[config.mk]
export PLATFORM = sky130hd
export DESIGN_NAME = wb_regfile_flat
export DESIGN_NICKNAME = d
export VERILOG_FILES = /design/src/rtl/wb_regfile_if.sv /design/src/rtl/wb_regfile.sv /design/src/flat_wrapper.sv
export SDC_FILE = /design/constraint.sdc
export NUM_CORES = 1
export LEC_CHECK = 0
export CORE_ASPECT_RATIO = 1.1
export CORE_MARGIN = 1
export CORE_UTILIZATION = 29
export CTS_BUF_LIST = sky130_fd_sc_hd__clkbuf_16
export CTS_CLUSTER_SIZE = 16
export DETAILED_ROUTE_END_ITERATION = 10
export GPL_ROUTABILITY_DRIVEN = 0
export GPL_TIMING_DRIVEN = 0
export HOLD_SLACK_MARGIN = 0.08
export SYNTH_ARGS = -nofsm -noshare
export SYNTH_HDL_FRONTEND = slang
export SYNTH_SLANG_ARGS = --single-unit
[constraint.sdc]
create_clock -name clk -period 3.25 [get_ports clk]
set_input_delay 0.65 -clock clk [delete_from_list [all_inputs] [get_ports clk]]
set_output_delay 0.65 -clock clk [all_outputs]
set_load 0.01 [all_outputs]
[src/rtl/wb_regfile_if.sv]
// ============================================================================
// Module  : wb_regfile_if
// Brief   : Bus bundle for the write-back register file (write port, two reads).
// Revision: 1.0 - initial release
// ============================================================================
`default_nettype none

interface wb_regfile_if #(
    parameter int DATA_W = 8,
    parameter int ADDR_W = 3
);
    logic [DATA_W-1:0] bus_D;
    logic [ADDR_W-1:0] DA;
    logic              RW;
    logic [ADDR_W-1:0] AA;
    logic [ADDR_W-1:0] BA;
    logic [DATA_W-1:0] A_data;
    logic [DATA_W-1:0] B_data;
    logic              wb_pending;
    logic [7:0]        wr_count;

    modport master (
        output bus_D, DA, RW, AA, BA,
        input  A_data, B_data, wb_pending, wr_count
    );

    modport slave (
        input  bus_D, DA, RW, AA, BA,
        output A_data, B_data, wb_pending, wr_count
    );
endinterface

`default_nettype wire

[src/rtl/wb_regfile.sv]
// ============================================================================
// Module  : wb_regfile
// Brief   : 2**ADDR_W x DATA_W register file with a one-deep write-back stage
//           and read bypass from that stage.
// Revision: 1.0 - initial release
// ============================================================================
`default_nettype none

module wb_regfile #(
    parameter int DATA_W = 8,
    parameter int ADDR_W = 3
) (
    input  wire logic     clk,
    input  wire logic     rst,
    wb_regfile_if.slave   bus
);
    localparam int DEPTH = 2**ADDR_W;

    logic [DATA_W-1:0] regs [DEPTH];
    logic              wb_valid;
    logic [ADDR_W-1:0] wb_addr;
    logic [DATA_W-1:0] wb_data;
    logic [7:0]        wr_count;

    // Capture into the write-back stage and retire the previous capture on the same edge.
    always_ff @(posedge clk or posedge rst) begin
        if (rst) begin
            for (int i = 0; i < DEPTH; i++) begin
                regs[i] <= '0;
            end
            wb_valid <= 1'b0;
            wb_addr  <= '0;
            wb_data  <= '0;
            wr_count <= 8'd0;
        end else begin
            wb_valid <= bus.RW;
            if (bus.RW) begin
                wb_addr <= bus.DA;
                wb_data <= bus.bus_D;
            end
            if (wb_valid) begin
                regs[wb_addr] <= wb_data;
                wr_count      <= wr_count + 8'd1;
            end
        end
    end

    // Reads see only registered state, never the live bus_D.
    always_comb begin
        bus.A_data = (wb_valid && (bus.AA == wb_addr)) ? wb_data : regs[bus.AA];
        bus.B_data = (wb_valid && (bus.BA == wb_addr)) ? wb_data : regs[bus.BA];
    end

    assign bus.wb_pending = wb_valid;
    assign bus.wr_count   = wr_count;

endmodule

`default_nettype wire

[src/flat_wrapper.sv]
// flat-port wrapper written by rule: the top's interface ports become plain ports
module wb_regfile_flat 
#(
    parameter int DATA_W = 8,
    parameter int ADDR_W = 3
)
  (clk, rst, bus_bus_D, bus_DA, bus_RW, bus_AA, bus_BA, bus_A_data, bus_B_data, bus_wb_pending, bus_wr_count);
  wb_regfile_if #(.DATA_W(DATA_W), .ADDR_W(ADDR_W)) bus_i ();
  input  wire logic clk;
  input  wire logic rst;
  input wire logic [$bits(bus_i.bus_D)-1:0] bus_bus_D;
  input wire logic [$bits(bus_i.DA)-1:0] bus_DA;
  input wire logic [$bits(bus_i.RW)-1:0] bus_RW;
  input wire logic [$bits(bus_i.AA)-1:0] bus_AA;
  input wire logic [$bits(bus_i.BA)-1:0] bus_BA;
  output wire logic [$bits(bus_i.A_data)-1:0] bus_A_data;
  output wire logic [$bits(bus_i.B_data)-1:0] bus_B_data;
  output wire logic [$bits(bus_i.wb_pending)-1:0] bus_wb_pending;
  output wire logic [$bits(bus_i.wr_count)-1:0] bus_wr_count;
  assign bus_i.bus_D = bus_bus_D;
  assign bus_i.DA = bus_DA;
  assign bus_i.RW = bus_RW;
  assign bus_i.AA = bus_AA;
  assign bus_i.BA = bus_BA;
  assign bus_A_data = bus_i.A_data;
  assign bus_B_data = bus_i.B_data;
  assign bus_wb_pending = bus_i.wb_pending;
  assign bus_wr_count = bus_i.wr_count;
  wb_regfile #(.DATA_W(DATA_W), .ADDR_W(ADDR_W)) u_core (.clk(clk), .rst(rst), .bus(bus_i));
endmodule
==> results.sh <==
export IMPL_synth_edf_count=0
export IMPL_synth_most_common_cell="mux2_2"
export IMPL_cp_max_fo=8
export IMPL_syn2layout_area_growth_pct=21.2
export IMPL_synthFlopType="dfrtp_1"
export IMPL_p_comb_frac=0.358
export IMPL_clock_sinks=84
export IMPL_synth_common_cells="mux2_2 (89), dfrtp_1 (84), mux4_1 (22)"
export IMPL_seq_area_frac_synth=0.455
export IMPL_critPathLaunchType="input port"
export IMPL_setup_viol=0
export IMPL_yosys_cell_types_count=25
export IMPL_antenna_cells=0
export IMPL_p_int_mw=2.88
export IMPL_tightest_slew_ns=1.01
export IMPL_switching_power_mw=1.13
export IMPL_grt_pass1_vias=2858
export IMPL_tns_ns=0
export IMPL_synthesis_area_um2=4620
export IMPL_synth_mux_area_frac=0.445
export IMPL_syn_avg_cell_area_um2=16.3
export IMPL_static_leakage_power_nw=2.33
export IMPL_htree_levels=3
export IMPL_drc=0
export IMPL_yosys_top_cells_area="dfrtp_1 (45%), mux2_2 (22%), mux4_1 (13%), mux4_2 (4.9%), mux2_4 (3.2%)"
export IMPL_p_seq_frac=0.418
export IMPL_synth_nets=305
export IMPL_via_per_inst=5.02
export IMPL_drtIter0Drc=107
export IMPL_drv_cap=0
export IMPL_synth_compound_area_share=0
export IMPL_finalCritPeriodShare=0.984
export IMPL_p_per_area_nw_per_um2=714
export IMPL_yosysTopAreaCell="dfrtp_1"
export IMPL_path_class="input port to primary output"
export IMPL_cts_tree="done"
export IMPL_yosys_register_bits=84
export IMPL_synth_top_family_by_area="multiplexers"
export IMPL_cts_root_buf="clkbuf_16"
export IMPL_routedWlPerCell_um=19.7
export IMPL_fmax_mhz=313
export IMPL_pin_count=45
export IMPL_dieArea_um2=16500
export IMPL_slew_headroom=0.323
export IMPL_clkTransAtPathRegs_ns=0.06
export IMPL_grt_pass1_wl_mm=16.9
export IMPL_min_period_ns=3.20
export IMPL_synth_xor_area_frac=0.0246
export IMPL_postSynth_asyncResetShare=1.00
export IMPL_end_kind="primary output"
export IMPL_max_clock_path_buffers=2
export IMPL_power_mw=4.00
export IMPL_io_buffers=38
export IMPL_dp_cells=523
export IMPL_rsz0062_at_grt="no"
export IMPL_finalClockSkew_ns=0.00402
export IMPL_syn_inst=284
export IMPL_synthAdderAreaFrac=0.00271
export IMPL_slew_violations=0
export IMPL_synth_simple_area_share=0.0384
export IMPL_coreArea_um2=15600
export IMPL_row_count=48
export IMPL_peakVddDrop_mv=0.298
export IMPL_drtAntennaViolNets=0
export IMPL_clkLatencyLatePin_ns=0.34
export IMPL_overflow=0
export IMPL_grtUsageTotal=0.144
export IMPL_nNetsFinal=358
export IMPL_finalWirelength_mm=10.7
export IMPL_cts_made_buffers=9
export IMPL_pwr_share_clk=0.224
export IMPL_grt_antenna_before_repair=0
export IMPL_ys_warn_count=0
export IMPL_drive_gt1_frac=0.418
export IMPL_grt_max_degree=47
export IMPL_instances_no_fill=542
export IMPL_finalHoldViolations=0
export IMPL_place_hpwl_mm=7.01
export IMPL_min_path_type="register to register"
export IMPL_vias=2721
export IMPL_first_pass_iters=4
export IMPL_synth_top_area_frac=0.455
export IMPL_final_fill_count=1532
export IMPL_cts_hold_buf=0
export IMPL_status="complete, no violations"
export IMPL_p_sw_frac=0.281
export IMPL_initial_core_util=0.296
export IMPL_crit_arrival_ns=2.55
export IMPL_fp_dieW_um=122
export IMPL_cp_required_ns=2.60
export IMPL_die_h_um=134
sequential cells by signal (all words and copies together) (netlist names):
register / count
u_core.bus.wb_pending: 1
u_core.wb_data: 8
u_core.regs: 64
u_core.bus.wr_count: 8
u_core.wb_addr: 3
power by group through the flow:
| stage | clock network, mW | registers [mW] | logic (mW) |
|---|---|---|---|
| after floorplan | 0 | 1.63 | 0.980 |
| after global placement | 0 | 1.65 | 1.41 |
| after detailed placement | 0 | 1.69 | 1.44 |
| after CTS | 0.924 | 1.67 | 1.46 |
| after global routing | 0.968 | 1.74 | 1.54 |
| final | 0.895 | 1.67 | 1.43 |
cells in the final DEF, fill, tap and decap left out, types with 6 or more instances in the layout:
cell type	n
clkbuf_16	9
mux2_4	10
mux2_2	89
xnor2_1	9
clkbuf_1	10
dfrtp_1	84
buf_6	6
mux2_1	9
clkdlybuf4s50_1	38
mux4_1	22
mux4_2	10
path summary, 6_finish.rpt:
kind                       slack [ns]  cells past startpoint                    from                      to
max reg2reg                      1.17                      4       u_core.wb_addr[1]         u_core.regs[27]
min                              0.47                      1  u_core.bus.wr_count[7]  u_core.bus.wr_count[7]
min reg2reg                      0.47                      1  u_core.bus.wr_count[7]  u_core.bus.wr_count[7]
max                              0.05                      5               bus_AA[1]           bus_A_data[2]
min in group asynchronous        0.71                      2                     rst         u_core.regs[51]
max in group asynchronous        1.94                      3                     rst  u_core.bus.wr_count[0]
per-layer routing:
layer	GRT usage	wire [um]	share of wire	vias to the layer above
li1	-	-	-	1213
met1	0.187	4780	0.45	1438
met2	0.230	5250	0.49	56
met5	0	0	0	-
met3	0.0391	477	0.045	14
met4	0.0522	190	0.018	0
through the flow:
step	hold WS [ns]	area (um^2)	setup WS, ns	utilization
2_1_floorplan	0.462	4620	0.435	-
3_3_place_gp	0.463	5260	-0.966	0.337
3_5_place_dp	0.466	5290	-0.341	0.338
4_1_cts	0.478	5600	0.0156	0.358
5_1_grt	0.503	5610	0.00973	0.359
6_report	0.473	5610	0.0506	0.359
cell families (layout without fill, tap and decap cells):
logic type / Yosys count / after routing
adders and majority gates: 1 / 1
and+or+nand+nor: 22 / 22
muxes: 140 / 140
buffers and inverters: 24 / 82
xor gates and xnor gates: 13 / 13
DFF: 84 / 84
cell type report:
cell class                 count  area, um^2  area share
clock buffer                   9         225      0.0402
clock inverter                 7        27.5     0.00491
multi-input combinational    176        2380       0.424
timing repair buffer          42         443      0.0790
sequential                    84        2100       0.375
buffer                        23         173      0.0308
inverter                       1        6.26     0.00112
tap                          200         250      0.0446
worst max-delay path, stage by stage:
cell and delay (ns):
buf_2 0.27, mux4_1 0.60, mux2_2 0.28, mux2_4 0.27, clkdlybuf4s50_1 0.48
timing repair:
item                                    4_1_cts  5_1_grt
buffers inserted                              3        0
pin swaps                                     2        0
endpoints found under the setup margin       16        8
resized for setup                             4        3
Note: power is estimated with default switching activity, not from simulation.
